`config.mk`:
```
export PLATFORM = sky130hd
export DESIGN_NAME = prll_2_srl_conv_flat
export DESIGN_NICKNAME = d
export VERILOG_FILES = /design/src/rtl/prll_2_srl_conv_pkg.sv /design/src/rtl/prll_2_srl_conv_if.sv /design/src/rtl/prll_2_srl_conv.sv /design/src/flat_wrapper.sv
export SDC_FILE = /design/constraint.sdc
export NUM_CORES = 1
export LEC_CHECK = 0
export BUFFER_PORTS_ARGS = -buffer_cell sky130_fd_sc_hd__buf_2
export CAP_MARGIN = 20
export CORE_MARGIN = 2
export CORE_UTILIZATION = 40
export DETAILED_ROUTE_END_ITERATION = 12
export PLACE_DENSITY = 0.62
export REMOVE_ABC_BUFFERS = 1
export SLEW_MARGIN = 20
export SYNTH_ARGS = -nofsm -noshare
export SYNTH_HDL_FRONTEND = slang
export SYNTH_SLANG_ARGS = --single-unit
```
`constraint.sdc`:
```
create_clock -name clk -period 2.2 [get_ports clk]
set_input_delay 0.44 -clock clk [delete_from_list [all_inputs] [get_ports clk]]
set_output_delay 0.44 -clock clk [all_outputs]
set_load 0.02 [all_outputs]
```
`src/rtl/prll_2_srl_conv_pkg.sv`:
```
// Shared types for the parallel-to-serial stage: FSM state encoding and width limits.
// The serial-to-parallel stage imports the same state encoding.
package prll_2_srl_conv_pkg;

  typedef enum logic {
    ST_IDLE  = 1'b0,
    ST_SHIFT = 1'b1
  } state_e;

  localparam int DATA_W_DEF = 4;
  localparam int MIN_DATA_W = 2;

endpackage

```
`src/rtl/prll_2_srl_conv_if.sv`:
```
// Word-in / bit-out bundle of the parallel-to-serial stage.
// The slave modport is the converter's view; the master modport is the environment's view.
interface prll_2_srl_conv_if #(
  parameter int DATA_W = prll_2_srl_conv_pkg::DATA_W_DEF
);
  logic [DATA_W-1:0] prll_in;
  logic              prll_valid_i;
  logic              prll_ready_o;
  logic              srl_o;
  logic              srl_valid_o;
  logic              frame_o;
  logic              busy_o;

  modport slave (
    input  prll_in, prll_valid_i,
    output prll_ready_o, srl_o, srl_valid_o, frame_o, busy_o
  );

  modport master (
    output prll_in, prll_valid_i,
    input  prll_ready_o, srl_o, srl_valid_o, frame_o, busy_o
  );
endinterface

```
`src/rtl/prll_2_srl_conv.sv`:
```
// Parallel-to-serial converter: one DATA_W-bit word per handshake, one bit per clock out,
// with a one-word hold register so consecutive words leave without a gap.
module prll_2_srl_conv
  import prll_2_srl_conv_pkg::*;
#(
  parameter int DATA_W    = DATA_W_DEF,
  parameter bit MSB_FIRST = 1'b1
) (
  input  logic             clk,
  input  logic             reset_n,
  prll_2_srl_conv_if.slave bus
);

  localparam int CNT_W = $clog2(DATA_W);
  localparam logic [CNT_W-1:0] LAST_CNT = CNT_W'(DATA_W - 1);

  if (DATA_W < MIN_DATA_W) begin : g_bad_width
    $error("prll_2_srl_conv: DATA_W must be at least 2");
  end

  state_e            state_q, state_d;
  logic [DATA_W-1:0] shift_q, shift_d;
  logic [DATA_W-1:0] hold_q, hold_d;
  logic              hold_full_q, hold_full_d;
  logic [CNT_W-1:0]  cnt_q, cnt_d;
  logic              ready_q, ready_d;
  logic              valid_q, valid_d;
  logic              frame_q, frame_d;
  logic              busy_q, busy_d;
  logic              accept_s;

  // Advance the shifter so the next bit to send sits in the output flop.
  function automatic logic [DATA_W-1:0] shift_one(input logic [DATA_W-1:0] v);
    if (MSB_FIRST) begin
      return {v[DATA_W-2:0], 1'b0};
    end else begin
      return {1'b0, v[DATA_W-1:1]};
    end
  endfunction

  assign accept_s = bus.prll_valid_i & ready_q;

  // State, datapath and output registers.
  always_ff @(posedge clk or negedge reset_n) begin
    if (!reset_n) begin
      state_q     <= ST_IDLE;
      shift_q     <= {DATA_W{1'b0}};
      hold_q      <= {DATA_W{1'b0}};
      hold_full_q <= 1'b0;
      cnt_q       <= {CNT_W{1'b0}};
      ready_q     <= 1'b0;
      valid_q     <= 1'b0;
      frame_q     <= 1'b0;
      busy_q      <= 1'b0;
    end else begin
      state_q     <= state_d;
      shift_q     <= shift_d;
      hold_q      <= hold_d;
      hold_full_q <= hold_full_d;
      cnt_q       <= cnt_d;
      ready_q     <= ready_d;
      valid_q     <= valid_d;
      frame_q     <= frame_d;
      busy_q      <= busy_d;
    end
  end

  // Next-state logic; on the last bit a held word beats a fresh one since ready is low then.
  always_comb begin
    state_d     = state_q;
    shift_d     = shift_q;
    hold_d      = hold_q;
    hold_full_d = hold_full_q;
    cnt_d       = cnt_q;
    valid_d     = valid_q;
    frame_d     = 1'b0;
    case (state_q)
      ST_IDLE: begin
        if (accept_s) begin
          shift_d = bus.prll_in;
          cnt_d   = {CNT_W{1'b0}};
          state_d = ST_SHIFT;
          valid_d = 1'b1;
          frame_d = 1'b1;
        end else begin
          shift_d = {DATA_W{1'b0}};
          valid_d = 1'b0;
        end
      end
      ST_SHIFT: begin
        if (cnt_q == LAST_CNT) begin
          if (hold_full_q) begin
            shift_d     = hold_q;
            hold_full_d = 1'b0;
            cnt_d       = {CNT_W{1'b0}};
            frame_d     = 1'b1;
          end else if (accept_s) begin
            shift_d = bus.prll_in;
            cnt_d   = {CNT_W{1'b0}};
            frame_d = 1'b1;
          end else begin
            state_d = ST_IDLE;
            shift_d = {DATA_W{1'b0}};
            cnt_d   = {CNT_W{1'b0}};
            valid_d = 1'b0;
          end
        end else begin
          shift_d = shift_one(shift_q);
          cnt_d   = cnt_q + CNT_W'(1);
          if (accept_s) begin
            hold_d      = bus.prll_in;
            hold_full_d = 1'b1;
          end else begin
            hold_full_d = hold_full_q;
          end
        end
      end
      default: begin
        state_d     = ST_IDLE;
        shift_d     = {DATA_W{1'b0}};
        hold_full_d = 1'b0;
        cnt_d       = {CNT_W{1'b0}};
        valid_d     = 1'b0;
      end
    endcase
    ready_d = ~hold_full_d;
    busy_d  = (state_d == ST_SHIFT) | hold_full_d;
  end

  if (MSB_FIRST) begin : g_msb
    assign bus.srl_o = shift_q[DATA_W-1];
  end else begin : g_lsb
    assign bus.srl_o = shift_q[0];
  end

  assign bus.prll_ready_o = ready_q;
  assign bus.srl_valid_o  = valid_q;
  assign bus.frame_o      = frame_q;
  assign bus.busy_o       = busy_q;

endmodule

```
`src/flat_wrapper.sv`:
```
// flat-port wrapper written by rule: the top's interface ports become plain ports
module prll_2_srl_conv_flat import prll_2_srl_conv_pkg::*;
#(
  parameter int DATA_W    = DATA_W_DEF,
  parameter bit MSB_FIRST = 1'b1
)
  (clk, reset_n, bus_prll_in, bus_prll_valid_i, bus_prll_ready_o, bus_srl_o, bus_srl_valid_o, bus_frame_o, bus_busy_o);
  prll_2_srl_conv_if #(.DATA_W(DATA_W)) bus_i ();
  input  logic clk;
  input  logic reset_n;
  input wire logic [$bits(bus_i.prll_in)-1:0] bus_prll_in;
  input wire logic [$bits(bus_i.prll_valid_i)-1:0] bus_prll_valid_i;
  output wire logic [$bits(bus_i.prll_ready_o)-1:0] bus_prll_ready_o;
  output wire logic [$bits(bus_i.srl_o)-1:0] bus_srl_o;
  output wire logic [$bits(bus_i.srl_valid_o)-1:0] bus_srl_valid_o;
  output wire logic [$bits(bus_i.frame_o)-1:0] bus_frame_o;
  output wire logic [$bits(bus_i.busy_o)-1:0] bus_busy_o;
  assign bus_i.prll_in = bus_prll_in;
  assign bus_i.prll_valid_i = bus_prll_valid_i;
  assign bus_prll_ready_o = bus_i.prll_ready_o;
  assign bus_srl_o = bus_i.srl_o;
  assign bus_srl_valid_o = bus_i.srl_valid_o;
  assign bus_frame_o = bus_i.frame_o;
  assign bus_busy_o = bus_i.busy_o;
  prll_2_srl_conv #(.DATA_W(DATA_W), .MSB_FIRST(MSB_FIRST)) u_core (.clk(clk), .reset_n(reset_n), .bus(bus_i));
endmodule
```
Yosys cells after proc, flatten, opt, wreduce, memory -nomap -nowiden --
Cells that the tools add are included.
Word-level totals: bits in registers 16, input bits 7, output and inout port bits 5, logic and storage cells 42
Cells by class: add/sub/neg operators 1, equality and inequality tests 5, multiplexer cells 20, bitwise gates (word level) 5, reductions and logical operators 2
Operators by type and width (number):
- 2-to-1 mux 4 bit | 3
- 2-to-1 mux 1 bit | 10
- one-hot mux 4 bit (2 select lines) | 1
- != test 2 bit, second input constant | 3
- one-hot mux 1 bit (2 select lines) | 3
- AND reduction 3 bit | 2
- 2-to-1 mux 2 bit | 2
- one-hot mux 2 bit (2 select lines) | 1
- NOT 1 bit | 3
- adder 2 x 1 -> 2 bit, second input constant | 1
- == test 2 bit, second input constant | 1
- != test 2 x 1 -> 1 bit, second input constant | 1
- bitwise AND 1 bit | 1
- bitwise OR 1 bit | 1

Longest topological paths before layout --
Gate-level depths: netlist of the first run.
depth in word-level cells 6, mapped depth 4, mapped depth without buffers 4

Least setup slack after synthesis of the first run --
OpenSTA, ideal clock, no wires.
path type reg-to-reg, start register u_core.cnt_q[0], end register u_core.hold_q[0], arrival 1.272 ns, data required time 2.075 ns, path slack 0.803 ns, stages on the path, launching flop included 5, path buffers 0, period minus slack after synthesis 1.397 ns, cells stage by stage dfrtp_1 ha_1 and2b_2 nand3_2 mux2_2
On the way: word-level cells in the longest chain between the ends 3
Ends and longest elaborated chain:
- start, declared | line prll_2_srl_conv.sv:25 | logic [CNT_W-1:0] cnt_q, cnt_d;
- start signal, assigned | line prll_2_srl_conv.sv:50 | cnt_q <= {CNT_W{1'b0}};
- start signal, assigned | line prll_2_srl_conv.sv:60 | cnt_q <= cnt_d;
- == test 2 bit | line prll_2_srl_conv.sv:91 | if (cnt_q == LAST_CNT) begin
- NOT 1 bit (no source line)
- AND reduction 3 bit (no source line)
- end signal, assigned | line prll_2_srl_conv.sv:48 | hold_q <= {DATA_W{1'b0}};
- end signal, assigned | line prll_2_srl_conv.sv:58 | hold_q <= hold_d;
- end, declared | line prll_2_srl_conv.sv:23 | logic [DATA_W-1:0] hold_q, hold_d;
Every way passes these cells. A chain may end at the register's enable or synchronous reset.

Worst setup path after layout of the first run --
start register u_core.cnt_q[0], end register u_core.hold_q[3]
Same word-level chain as after synthesis.

==> results by group, run 1 <==
STA
  – Final setup violation count: 0
  – Part of the cycle the worst path needs: between 60% and 70%
  – Relative max-transition margin: 70.6%
  – Final Hold Violating Endpoints: 0
  – Clk_skew: 0.00450 ns
  – Setup repair after global routing missed its margin: false
  – Fin crit period: approximately 1.5 ns
  – Slew at the pin closest to its max-slew limit: 0.441 ns
  – Post-layout worst setup margin: around 0.71 ns
  – Max-slew violation count: 0
  – Hold WS: 0.0538 ns
  – Maximum achievable frequency: 671 MHz
  – Summed negative setup slack over all endpoints: 0 ns

Die
  – Total I/O pin count: 12
  – Cell row count: 15
  – Floorplan die area: 2080 sq um
  – Core area: 1670 sq um
  – Die extent in x: 45.6 um
  – Starting Density: between 40% and 50%
  – Y dimension of the die: 45.6 um

Routing
  – Number of vias after detailed routing: 480
  – Vias per cell: about 5.5
  – Routed wire length: 1.13 mm
  – First-pass DRT Iterations: 4
  – DR WL/cell: 13.0 um
  – Starting DRT DRC Count: 8
  – Antenna Nets Post-Route: 0
  – Number of design rule violations left after detail routing: 0

Power
  – Leakage power total: 0.000376 uW
  – Worst IR Drop VDD: 0.000699 V
  – Power per cell area: 1430 nW/um^2

Final layout
  – Number of filler cells placed in the layout: 152
  – Fin area: 782 sq um
  – Layout overhead on the synthesized area: 12.8%
  – Final #Nets: 80
  – Share of cells above drive strength 1: 32.9%
  – Multi-input combinational cell area: approximately 280 sq um
  – Antenna Diode Count: 0
  – Count of placed standard cells in the final layout, fillers left out: 87
  – Flip-flop and latch area: 400 sq um

Place
  – DPL Wire Length: between 800 and 900 um
  – Placed cells: between 80 and 90
  – Worst Setup Slack post-DPL: 0.725 ns
  – Instance area after placement: 759 sq um
  – Buffers on Ports: 11
  – Last weighted congestion value of the routability-driven placer: 0.777

Hold path
  – Path class of the lowest-slack min-delay path: primary input to async pin

Clocking
  – Total number of H-tree levels: 1
  – Maximum clock insertion buffer count: 2
  – Number of buffers added to fix hold violations after cts: 0
  – TritonCTS clock tree: yes
  – Insertion delay of the later-clocked pin in the worst-skew pair: 0.28 ns
  – Clock tree root driver cell: sky130_fd_sc_hd__clkbuf_4
  – Post-CTS sizing: 0
  – Clock sink total: 16
  – Clock transition at the registers of the reported paths: 0.08 ns
  – # Post-CTS Setup Buffers: 0
  – Total clock buffers created by CTS: 3

Synth
  – Multiplexer share of the synthesized area: 11.4%
  – Share of the synthesized area in compound gates (AO/OA/AOI/OAI): 12.3%
  – Largest family of logic cells by synthesized area: simple AND/OR/NAND/NOR gates
  – Share of Yosys cell area claimed by the top area cell type: 57.8%
  – Count of yosys warnings during synthesis: 0
  – Post-Syn Area: 693 sq um
  – Sequential share of the synthesized area: between 50 and 60%
  – Area share of and/or/nand/nor cells after synthesis: 14.8%
  – Synthesized instance count: 58
  – Post-synthesis xor/xnor area fraction: 0%
  – Post-Synthesis Mean Instance Area: 12.0 sq um
  – Largest area contributor in the netlist: sky130_fd_sc_hd__dfrtp_1
  – Adder-Cell Fraction of Synth Area: 1.81%
  – Cells taking the most area after synthesis: sky130_fd_sc_hd__dfrtp_1 (58%), sky130_fd_sc_hd__mux2_2 (11%), sky130_fd_sc_hd__nand2_1 (4.9%)
  – Number of distinct standard cells referenced by the synthesized netlist: 20
  – #FFs+latches synth: 16

Worst setup path
  – Buffering stage count on the worst path with inverters included: 0
  – Family of cells with the greatest summed delay on the critical path: simple AND/OR/NAND/NOR gates
  – Capturing element type of the critical path: register
  – Crit Path Class: register to register
  – WP data required: 2.37 ns
  – Maximum fanout count along the critical path: 6
  – Arrival time at the worst endpoint: approximately 1.7 ns
  – Max stage delay cell, worst path: sky130_fd_sc_hd__dfrtp_1
  – Critical Path Start Type: register
  – Highest cell delay on the worst timing path: 0.40 ns
  – Ordered cell list for the critical path: ha_1 -> and2b_2 -> nand3_2 -> mux2_2

Global routing
  – Global-route congestion overflow total: 0
  – Maximum number of pins on one net before global-route repair: 17
  – Global-route wire length before repair: between 1.5 and 2 mm
  – Number of global-route vias before repair: 447
  – Number of antenna violations at the first check in global routing: 0
  – GRT Overall Usage: 13.0%

Run
  – Max-capacitance violation count: 0

Outcome
  – Run status: finished, final reports clean
==> cell type report <==
| cell class | count | area share, % |
|---|---|---|
| Inverter | 1 | 0.480 |
| Sequential cell | 16 | 51.2 |
| Clock buffer | 3 | 2.88 |
| Tap cell | 17 | 2.72 |
| Multi-Input combinational cell | 39 | 35.7 |
| Timing Repair Buffer | 11 | 7.04 |
==> where the power goes <==
part	internal (uW)	total [uW]	switching (uW)
logic	216	440	225
clock network	63.4	143	79.9
registers	430	538	108
==> per-layer routing <==
metal,GRT usage (%),wire [um]
met1,16.8,549
met2,17.7,507
met3,2.38,37
met4,12.4,36
met5,0,0
==> worst paths after layout <==
path / endpoint / cells past startpoint / slack, ns / start
worst min-delay path: u_core.hold_q[1] / 1 / 0.05 / reset_n
worst min register to register: u_core.shift_q[1] / 1 / 0.49 / u_core.shift_q[0]
worst max register to register: u_core.hold_q[3] / 4 / 0.71 / u_core.cnt_q[0]
min in group clk: u_core.hold_q[0] / 2 / 0.41 / bus_prll_in[0]
max in group asynchronous: u_core.bus.frame_o / 1 / 1.89 / reset_n
worst max-delay path: u_core.hold_q[3] / 4 / 0.71 / u_core.cnt_q[0]
==> sequential cells by signal, indices dropped and copies added (netlist names) <==
name                     flops
u_core.hold_q                4
u_core.shift_q               4
u_core.cnt_q                 2
u_core.bus.busy_o            1
u_core.bus.frame_o           1
u_core.bus.prll_ready_o      1
u_core.bus.srl_valid_o       1
u_core.hold_full_q           1
u_core.state_q               1
==> layout by cell type, fill, tap and decap left out, drive strengths merged <==
cell type  netlist  routed
nor2b            1       1
nor2             1       1
nand2            9       9
clkbuf           0       3
nor3b            3       3
a31oi            1       1
dfrtp           16      16
o22ai            1       1
ha               1       1
o21ai            1       1
and2b            1       1
inv              1       1
buf              2      11
a221o            3       3
a21oi            4       4
a21o             1       1
nand2b           2       2
a41o             1       1
mux2             7       7
nand3            2       2
==> cells by family (layout without fill, tap and decap cells) <==
family          Yosys count  count (layout)
mux                       7               7
simple gates             19              19
fa+ha+maj                 1               1
buf+inv                   3              15
flops                    16              16
compound gates           12              12
==> stage by stage <==
stage          utilization, %  power [uW]
2_1_floorplan               -         861
3_3_place_gp             45.5         980
3_5_place_dp             45.5         987
4_1_cts                  46.8        1140
5_1_grt                  46.8        1210
6_report                 46.8        1120
==> synthesized netlist by cell type <==
cell type / instances
sky130_fd_sc_hd__dfrtp_1: 16
sky130_fd_sc_hd__nand2_1: 9
sky130_fd_sc_hd__mux2_2: 7
sky130_fd_sc_hd__a21oi_1: 4
sky130_fd_sc_hd__a221o_1: 3
sky130_fd_sc_hd__nor3b_1: 3
sky130_fd_sc_hd__buf_2: 2
sky130_fd_sc_hd__nand2b_1: 2
sky130_fd_sc_hd__a21o_1: 1
sky130_fd_sc_hd__a31oi_1: 1
sky130_fd_sc_hd__a41o_1: 1
sky130_fd_sc_hd__and2b_2: 1
sky130_fd_sc_hd__ha_1: 1
sky130_fd_sc_hd__inv_1: 1
sky130_fd_sc_hd__nand3_1: 1
sky130_fd_sc_hd__nand3_2: 1
sky130_fd_sc_hd__nor2_1: 1
sky130_fd_sc_hd__nor2b_1: 1
sky130_fd_sc_hd__o21ai_0: 1
sky130_fd_sc_hd__o22ai_1: 1
No activity file was read; power rests on OpenSTA's default activity.
==> inputs of run 2 (changes only) <==
PLACE_DENSITY = 0.65   (was 0.62)
clock period = 1.2 ns   (was 2.2 ns; I/O delays follow)
==> run 2 against run 1 <==
Net effect: the flow now finishes with violations (setup timing); sequential share of layout area down 6.4 points; total power is 110% higher; hold slack better by 0.14 ns; die area unchanged; fmax is 11% higher; non-clock buffer count up 9; critical path type unchanged; largest cell class unchanged; largest power group is now combinational logic.
==> results by group, run 2 (same netlist as run 1, synthesis figures left out) <==
Final layout
  – Share of cells above drive strength 1: 46.8% (+14 points)
  – Antenna Diode Count: 0 (unchanged)
  – Largest registers ranked by flip-flop count: u_core.hold_q x4, u_core.shift_q x4, u_core.cnt_q x2
  – Layout overhead on the synthesized area: 29.4%
  – Highest-count cells in the layout ignoring fill and taps: sky130_fd_sc_hd__dfrtp_1 (15), sky130_fd_sc_hd__buf_2 (10), sky130_fd_sc_hd__nand2_1 (8), sky130_fd_sc_hd__mux2_2 (6), sky130_fd_sc_hd__buf_4 (6)
  – Most common cell after layout, fill and taps aside: sky130_fd_sc_hd__dfrtp_1
  – Number of filler cells placed in the layout: 148 (-2.6%)
  – Final #Nets: 89 (+11%)

Power
  – Worst IR Drop VDD: 0.00122 V (+74%)
  – Combinational power share: 48.9% (+9.6 points)
  – Register share of total power: 39.2% (-8.8 points)
  – Internal power contribution: 1530 uW (+120%)
  – Net switching share of the total power: 36.1% (-0.68 points)
  – Power per cell area: 2670 nW/um^2 (+86%)
  – Part of the power in the clock network: 11.9% (-0.9 points)
  – Leakage power total: 0.000431 uW (+15%)
  – PnR Total Power: 2390 uW (+110%)
  – Net switching power: 864 uW (+110%)

STA
  – Final setup violation count: 8 (+8)
  – Fin crit period: 1.35 ns (-0.142 ns)
  – Post-layout worst setup margin: -0.148 ns (-0.858 ns)
  – Summed negative setup slack over all endpoints: -0.795 ns (-0.795 ns)
  – Max-slew violation count: 0 (unchanged)
  – Setup repair after global routing missed its margin: true
  – Clk_skew: 0.00783 ns (+0.00333 ns)
  – Slew at the pin closest to its max-slew limit: 0.354 ns (-0.0870 ns)
  – Part of the cycle the worst path needs: 112% (+45 points)
  – Relative max-transition margin: 76.4% (+5.8 points)
  – Hold WS: 0.199 ns (+0.145 ns)
  – Maximum achievable frequency: 742 MHz (+11%)
  – Final Hold Violating Endpoints: 0 (unchanged)

Die
  – Core area: 1670 sq um (unchanged)
  – Starting Density: 41.5% (unchanged)
  – Total I/O pin count: 12 (unchanged)
  – Floorplan die area: 2080 sq um (unchanged)
  – Y dimension of the die: 45.6 um (unchanged)
  – Die extent in x: 45.6 um (unchanged)
  – Cell row count: 15 (unchanged)

Outcome
  – Violations in the final reports: setup timing
  – Run status: finished, violations left

Clocking
  – Clock sink total: 16 (unchanged)
  – Insertion delay of the later-clocked pin in the worst-skew pair: 0.29 ns (about the same)
  – Clock transition at the registers of the reported paths: 0.09 ns (about the same)
  – Total clock buffers created by CTS: 3 (unchanged)
  – TritonCTS clock tree: yes
  – Total number of H-tree levels: 1 (unchanged)
  – Maximum clock insertion buffer count: 2 (unchanged)
  – Clock tree root driver cell: sky130_fd_sc_hd__clkbuf_4

Worst setup path
  – Maximum fanout count along the critical path: 5 (-1)
  – Crit Path Class: register to register
  – Buffering stage count on the worst path with inverters included: 0 (unchanged)
  – Reg2reg end: u_core.hold_q[3]
  – Max stage delay cell, worst path: sky130_fd_sc_hd__dfrtp_1
  – Arrival time at the worst endpoint: 1.52 ns (-0.14 ns)
  – Ordered cell list for the critical path: ha_2 -> and2b_2 -> nand3_4 -> mux2_2
  – Critical Path Start Type: register
  – Capturing element type of the critical path: register
  – Highest cell delay on the worst timing path: 0.39 ns (about the same)
  – Family of cells with the greatest summed delay on the critical path: flip-flops
  – WP data required: 1.38 ns (-0.99 ns)
  – Flop-to-flop setup slack: -0.15 ns (-0.86 ns)
  – Register-to-Register Path Depth: 4 (unchanged)
  – Worst reg2reg startpoint: u_core.cnt_q[1]

Routing
  – DR WL/cell: 13.1 um (+0.66%)
  – First-pass DRT Iterations: 4 (unchanged)
  – Starting DRT DRC Count: 3 (-5)
  – Vias per cell: 5.17 (-6.4%)
  – Routed wire length: 1.25 mm (+11%)
  – Number of vias after detailed routing: 496 (+3.3%)
  – Antenna Nets Post-Route: 0 (unchanged)
  – Number of design rule violations left after detail routing: 0 (unchanged)

Hold path
  – Sink of the worst hold path: u_core.hold_q[0]
  – Hold path cells: 2
  – Path class of the lowest-slack min-delay path: primary input to register
  – Critical hold path startpoint: bus_prll_in[0]

Global routing
  – Number of global-route vias before repair: 502 (+12%)
  – Global-route wire length before repair: 2.17 mm (+20%)
  – Number of antenna violations at the first check in global routing: 0 (unchanged)
  – Maximum number of pins on one net before global-route repair: 17 (unchanged)
  – Global-route congestion overflow total: 0 (unchanged)
  – GRT Overall Usage: 15.8% (+2.8 points)

Place
  – DPL Wire Length: 896 um (+9.1%)
  – Last weighted congestion value of the routability-driven placer: 0.742 (-4.4%)
  – Buffers on Ports: 11 (unchanged)

Run
  – Max-capacitance violation count: 0 (unchanged)
==> run 2: changes by cell type in the layout (fill, tap and decap cells not counted), sizes merged <==
cell / previous run / this run
buf: 11 / 19
dlygate4sd3: 0 / 1
==> run 2: metal layers <==
metal,share of wire [%],global-route usage [%],vias up
li1,-,-,252
met1,48,19.5,230
met2,45,21.7,10
met3,3.3,3.57,4
met4,3.5,15.9,0
met5,0,0,-
==> run 2: power groups by stage <==
| stage | combinational, uW | sequential (uW) | clock, uW |
|---|---|---|---|
| final | 1170 | 937 | 285 |
| after global routing | 1310 | 964 | 313 |
| after CTS | 1210 | 939 | 288 |
| after detailed placement | 998 | 942 | 0 |
| after global placement | 978 | 937 | 0 |
| after floorplan | 527 | 1050 | 0 |
==> run 2: per-stage QoR <==
step / worst slack [ns] / instance area (sq um) / std cells / utilization [%]
6_report: -0.148 / 897 / 96 / 53.7
3_3_place_gp: -0.167 / 805 / 90 / 48.2
2_1_floorplan: -0.198 / 683 / 56 / -
5_1_grt: -0.194 / 897 / 96 / 53.7
3_5_place_dp: -0.207 / 805 / 90 / 48.2
4_1_cts: -0.153 / 908 / 97 / 54.4
==> run 2: how the worst max path moves through the flow <==
| stage | startpoint | to | slack, ns | cells past startpoint |
|---|---|---|---|---|
| floorplan | u_core.cnt_q[0] | u_core.hold_q[0] | -0.20 | 4 |
| global placement | u_core.cnt_q[0] | u_core.hold_q[2] | -0.17 | 4 |
| detailed placement | u_core.cnt_q[0] | u_core.hold_q[3] | -0.21 | 4 |
| CTS | u_core.cnt_q[0] | u_core.hold_q[3] | -0.15 | 4 |
| global route | u_core.cnt_q[1] | u_core.hold_q[0] | -0.19 | 4 |
| finish | u_core.cnt_q[1] | u_core.hold_q[3] | -0.15 | 4 |
==> run 2: final cells by class <==
type / instances / area [sq um] / share of cell area (%)
Multi-Input combinational cell: 39 / 309 / 34.4
Sequential cell: 16 / 402 / 44.8
Tap cell: 17 / 21.3 / 2.37
Clock buffer: 3 / 22.5 / 2.51
Timing Repair Buffer: 20 / 139 / 15.5
Inverter: 1 / 3.75 / 0.418
==> run 2: what timing repair did <==
| item | in CTS | in global routing |
|---|---|---|
| hold buffers | 1 | 0 |
| endpoints found under the setup margin | 9 | 13 |
| hold endpoints to repair | 16 | 0 |
| resized for setup | 13 | 0 |
| pin swaps | 4 | 4 |
| buffers inserted | 3 | 0 |
==> run 2: worst reg2reg max path: cells and delay by family, from the launching register on <==
family	cells	cell delay (ns)
adders and majority gates	1	0.19
DFF	1	0.39
muxes	1	0.28
and+or+nand+nor	2	0.37
